$ cat config.mk
export PLATFORM = sky130hd
export DESIGN_NAME = mem_port_arbiter
export DESIGN_NICKNAME = d
export VERILOG_FILES = /design/src/rtl/mem_port_arbiter.sv
export SDC_FILE = /design/constraint.sdc
export NUM_CORES = 1
export LEC_CHECK = 0
export ABC_AREA = 1
export CORE_MARGIN = 2
export CORE_UTILIZATION = 33
export CTS_BUF_LIST = sky130_fd_sc_hd__clkbuf_4 sky130_fd_sc_hd__clkbuf_8 sky130_fd_sc_hd__clkbuf_16
export CTS_CLUSTER_SIZE = 14
export DETAILED_ROUTE_END_ITERATION = 10
export GPL_ROUTABILITY_DRIVEN = 0
export GPL_TIMING_DRIVEN = 1
export PLACE_DENSITY = 0.85
export SYNTH_ARGS = -nofsm -noshare
export SYNTH_HDL_FRONTEND = slang
export SYNTH_SLANG_ARGS = --single-unit
export TNS_END_PERCENT = 20
$ cat constraint.sdc
create_clock -name clk -period 1.3 [get_ports clk]
set_clock_uncertainty 0.05 [all_clocks]
set_input_delay 0.13 -clock clk [delete_from_list [all_inputs] [get_ports clk]]
set_output_delay 0.13 -clock clk [all_outputs]
set_load 0.005 [all_outputs]
$ cat src/rtl/mem_port_arbiter.sv
// Two-requester arbiter for the read port and write port of a 16-bit word memory (CPU = 0, DMA = 1).
// Define MEM_ARB_AGE_EN to add an aging counter that force-grants the DMA after MAX_WAIT blocked cycles.
module mem_port_arbiter #(
    parameter int unsigned MAX_WAIT = 4
) (
    input  logic        clk,
    input  logic        rst_n,
    input  logic        req0,
    input  logic        we0,
    input  logic [15:0] addr0,
    input  logic [15:0] wdata0,
    input  logic        req1,
    input  logic        we1,
    input  logic [15:0] addr1,
    input  logic [15:0] wdata1,
    output logic        gnt0,
    output logic        gnt1,
    output logic        rvalid0,
    output logic        rvalid1,
    output logic [15:0] rdata0,
    output logic [15:0] rdata1,
    output logic [15:0] mem_raddr,
    input  logic [15:0] mem_rdata,
    output logic        mem_wen,
    output logic [15:0] mem_waddr,
    output logic [15:0] mem_wdata,
    output logic        busy
);

    typedef struct packed {
        logic        we;
        logic [15:0] addr;
        logic [15:0] wdata;
    } access_t;

    access_t win;
    logic    force1;
    logic    rd0;
    logic    rd1;

`ifdef MEM_ARB_AGE_EN
    localparam logic [3:0] AGE_LIMIT = 4'(MAX_WAIT);

    logic [3:0] age;

    assign force1 = req1 && (age == AGE_LIMIT);

    always_ff @(posedge clk or negedge rst_n) begin
        if (!rst_n) begin
            age <= '0;
        end else if (!req1 || gnt1) begin
            age <= '0;
        end else if (age != AGE_LIMIT) begin
            age <= age + 4'd1;
        end
    end
`else
    logic unused_max_wait;

    assign force1          = 1'b0;
    assign unused_max_wait = ^MAX_WAIT;
`endif

    // Grants are gated by rst_n so nothing reaches the memory while reset is held.
    always_comb begin
        // NOTE: every output of a combinational block gets a default first; otherwise a path that skips an assignment infers a latch.
        gnt0 = 1'b0;
        gnt1 = 1'b0;
        if (rst_n) begin
            if (force1) begin
                gnt1 = 1'b1;
            end else begin
                gnt0 = req0;
                gnt1 = req1 && !req0;
            end
        end
    end

    always_comb begin
        win = '0;
        if (gnt0) begin
            win = '{we: we0, addr: addr0, wdata: wdata0};
        end else if (gnt1) begin
            win = '{we: we1, addr: addr1, wdata: wdata1};
        end
    end

    // With no grant win is all zero, so every memory-side output idles at 0.
    assign mem_raddr = win.addr;
    assign mem_wen   = win.we;
    assign mem_waddr = win.we ? win.addr  : 16'h0000;
    assign mem_wdata = win.we ? win.wdata : 16'h0000;

    assign rd0 = gnt0 && !we0;
    assign rd1 = gnt1 && !we1;

    always_ff @(posedge clk or negedge rst_n) begin
        if (!rst_n) begin
            rvalid0 <= 1'b0;
            rvalid1 <= 1'b0;
            rdata0  <= '0;
            rdata1  <= '0;
            busy    <= 1'b0;
        end else begin
            // NOTE: non-blocking assignments so every register samples the pre-edge values of the grants and read data.
            rvalid0 <= rd0;
            rvalid1 <= rd1;
            busy    <= gnt0 || gnt1;
            if (rd0) begin
                rdata0 <= mem_rdata;
            end
            if (rd1) begin
                rdata1 <= mem_rdata;
            end
        end
    end

endmodule

-- Word level (Yosys, flattened, before mapping)
Cells that the tools add are included.
- register bits after elaboration: 35
- input bits: 86
- word-level logic and storage cells: 18
- mux-type cells: 6
- reduce and logical (&&, ||, !) cells: 7
- operators with widths (cell ; count):
    33-bit 2-to-1 mux ; 2
    16-bit 2-to-1 mux ; 2
    1-bit logical AND ; 3
    1-bit logical NOT ; 3
    1-bit 2-to-1 mux ; 2
    1-bit logical OR ; 1

-- Logic depth before layout (Yosys ltp)
- word-level depth: 6
- depth in mapped cells: 8

-- Worst setup path after synthesis
Ideal clock, no wire load.
- path kind: input to output
- start point: input rst_n
- end point: output mem_waddr[12]
- arrival time: 896 ps
- path slack: 224 ps
- stages: 8
- path buffers: 2
- cell sequence: buf_4 > nand2_1 > clkinv_2 > nand2_1 > nand2_2 > buf_4 > nand2_1 > inv_1
- word-level cells in the longest chain between the ends: 4
- ends and longest elaborated chain (what ; RTL line ; source):
    start: declaration ; 7 ; input logic rst_n,
    1-bit 2-to-1 mux ; 69 ; if (rst_n) begin
    33-bit 2-to-1 mux ; 83 ; end else if (gnt1) begin
    33-bit 2-to-1 mux * ; 81 ; if (gnt0) begin
    16-bit 2-to-1 mux * ; 91 ; assign mem_waddr = win.we ? win.addr : 16'h0000;
    end: declaration ; 25 ; output logic [15:0] mem_waddr,
Mark *: on every way between the ends. The rest lies on a longest branch, timed or not.

-- Worst setup path after layout
- start point: input rst_n
- end point: output mem_wdata[7]
- word-level cells in the longest chain between the ends: 4
- ends and longest elaborated chain (what ; RTL line ; source):
    1-bit 2-to-1 mux ; 69 ;
    33-bit 2-to-1 mux ; 83 ;
    33-bit 2-to-1 mux * ; 81 ;
    16-bit 2-to-1 mux * ; 92 ; assign mem_wdata = win.we ? win.wdata : 16'h0000;
    end: declaration ; 26 ; output logic [15:0] mem_wdata,
Marks and branches as above.

==> impl_metrics.tcl <==
set metrics [dict create \
    synth.cell_area_um2 2130 \
    pwr_density_nw_per_um2 778 \
    setup.worst_path.start_class "input port" \
    clkLatencyLatePin_ns 0.29 \
    grt_setup_unrepaired "yes" \
    worst_setup_path_end_kind "output port" \
    worstSetupPathType "in -> out" \
    destination_of_the_worst_register_to_register_timing_path "rdata1[7]" \
    die_x_um 84.3 \
    dr.pass1.iters 4 \
    via_count_of_the_first_global_routing_pass 3009 \
    routed-via-count 2973 \
    syn_area_per_cell_um2 6.50 \
    final_cell_mix "184 x sky130_fd_sc_hd__nand2_1, 81 x sky130_fd_sc_hd__clkdlybuf4s50_1, 45 x sky130_fd_sc_hd__dlygate4sd2_1" \
    floorplan.die_area_um2 7100 \
    placementRows 29 \
    first_iter_violations 110 \
    die_h_um 84.3 \
    peakVddDrop_mv 1.03 \
    violations "setup timing" \
    final_hold_viol_count 0 \
    reg2reg_setup_slack_ns 0.62 \
    fillerInstances 535 \
    outcome "finished with violations" \
    whs_ns 0.0117 \
    totalWireLength_um 9400 \
    worst_slack_ns -0.132 \
    maxSlewViolCount 0 \
    sequential_cell_area_um2 876 \
    worst-r2r-cell-count 2 \
    pre_cts_ws_ns -0.677 \
    worstPathMaxFanout 5 \
    clk_pin_slew_ns 0.07 \
    timing.final.crit_period_ns 1.43 \
    crit_arrival_ns 1.25 \
    core_area_um2 6280 \
    tritoncts_num_sinks 35 \
    synth_nets 413 \
    floorplan.initialDensity 0.339 \
    worstPathRequired_ns 1.12 \
    fraction_of_final_layout_cells_sized_beyond_drive_strength_1 0.206 \
    ctsLongestPathBuffers 2 \
    syn-instance-count 327 \
    worstMarginPinSlew_ns 0.336 \
    final_common_cell "sky130_fd_sc_hd__nand2_1" \
    htree_num_levels 2 \
    hpwlAfterDp_um 6550 \
    report.final.setup_viol 15 \
    nNetsFinal 613 \
    globalRouteOverflowTotal 0 \
    yosys_warnings 0 \
    total_leakage_power_uw 0.00268 \
    post_route_clock_period_utilization 1.10 \
    synth_seq_area_share 0.412 \
    wl_per_cell_um 15.5 \
    maxSlewHeadroom 0.775 \
    top_level_ports 172 \
    antenna_found_initial 0 \
    maxClockFrequency_mhz 698 \
    viasPerCell 4.91 \
    ys_ff_latch 35 \
    grt_usage 0.258 \
    timing.hold.worst.class "in -> async" \
    buffer_ports.inserted 171 \
    maxcap_viol_count 0 \
    ant_nets 0 \
    multiInputGateArea_um2 1030 \
    wire_length_of_the_first_global_routing_pass_um 14800 \
    cts_root_buf "sky130_fd_sc_hd__clkbuf_8" \
    syn_to_layout_area_delta_pct 105 \
    crit_path_start "rst_n" \
    diodes 0 \
    post-route-drc-count 0 \
    cts-buffers-inserted 5 \
    cts_tree "yes" \
    synthDistinctLibCells 15 \
    worst_flop_to_flop_path_startpoint "rdata1[7]" \
    grt_max_degree 24 \
]
==> cell families after synthesis <==
logic type,count (synthesis),synth area share
simple gates,234,0.465
flops,35,0.412
buf+inv,58,0.124
==> metal layers <==
| metal | GRT usage | wire [µm] | vias to the layer above |
|---|---|---|---|
| met5 | 0 | 0 | - |
| met4 | 0.101 | 309 | 0 |
| met1 | 0.291 | 3420 | 1363 |
| met2 | 0.460 | 4800 | 181 |
| met3 | 0.0698 | 873 | 27 |
| li1 | - | - | 1402 |
==> report_power, final <==
group	leakage [µW]	switching, µW	internal (µW)
clock	0.0000402	423	373
sequential	0.000440	94.0	1260
combinational	0.00220	518	728
==> cell usage after synthesis <==
cell type	n	share of area
sky130_fd_sc_hd__nand4_1	33	0.097
sky130_fd_sc_hd__nor3_4	1	0.0076
sky130_fd_sc_hd__inv_1	35	0.062
sky130_fd_sc_hd__nor2_1	1	0.0018
sky130_fd_sc_hd__buf_4	8	0.028
sky130_fd_sc_hd__buf_1	1	0.0018
sky130_fd_sc_hd__inv_2	1	0.0018
sky130_fd_sc_hd__clkbuf_1	6	0.011
sky130_fd_sc_hd__nand2_4	1	0.0053
sky130_fd_sc_hd__clkinv_2	1	0.0024
sky130_fd_sc_hd__nand2_2	3	0.0088
sky130_fd_sc_hd__nand2_1	195	0.34
sky130_fd_sc_hd__buf_2	5	0.012
sky130_fd_sc_hd__buf_6	1	0.0053
sky130_fd_sc_hd__dfrtp_1	35	0.41
==> what timing repair did <==
action                                  CTS  global route
cloned                                    5             0
gates resized for setup                 211            37
hold buffers                              2             0
pin swaps                                14            12
endpoints found under the setup margin  118            40
hold endpoints to repair                 15             0
buffers inserted                         14             1
==> how the worst max path moves through the flow <==
stage	depth (start not counted)	slack, ns	to
floorplan	8	0.22	mem_waddr[12]
global placement	7	-0.67	mem_waddr[1]
detailed placement	7	-0.68	mem_waddr[15]
CTS	4	-0.19	mem_raddr[12]
global route	12	-0.20	mem_wdata[7]
finish	11	-0.13	mem_wdata[7]
==> through the flow <==
step                cell area (µm²)  TNS, ns  instances   util  total power, µW
floorplan                      2130        0        327      -             1720
global placement               4060   -45.08        576  0.647             2600
detailed placement             4060   -46.52        576  0.647             2630
CTS                            4350    -1.61        604  0.694             3410
global route                   4370    -1.90        605  0.696             3600
finish                         4370   -0.609        605  0.696             3400
==> final cells by class <==
type,count,share of cell area
tap,77,0.0221
multi-input combinational,234,0.237
timing repair buffer,214,0.487
sequential,35,0.200
clock inverter,3,0.00458
clock buffer,5,0.0158
inverter,37,0.0335
==> registers in the layout, indices dropped and copies added (netlist names) <==
| signal | cells |
|---|---|
| busy | 1 |
| rdata0 | 16 |
| rdata1 | 16 |
| rvalid0 | 1 |
| rvalid1 | 1 |
==> worst max-delay path: stages <==
cell	delay (ns)
sky130_fd_sc_hd__buf_12	0.11
sky130_fd_sc_hd__buf_6	0.10
sky130_fd_sc_hd__nand4_1	0.13
sky130_fd_sc_hd__nand2_4	0.09
sky130_fd_sc_hd__buf_6	0.15
sky130_fd_sc_hd__buf_12	0.12
sky130_fd_sc_hd__buf_8	0.12
sky130_fd_sc_hd__buf_6	0.11
sky130_fd_sc_hd__nand2_2	0.04
sky130_fd_sc_hd__inv_1	0.03
sky130_fd_sc_hd__buf_2	0.12
Power figures use the tool's default switching activity.
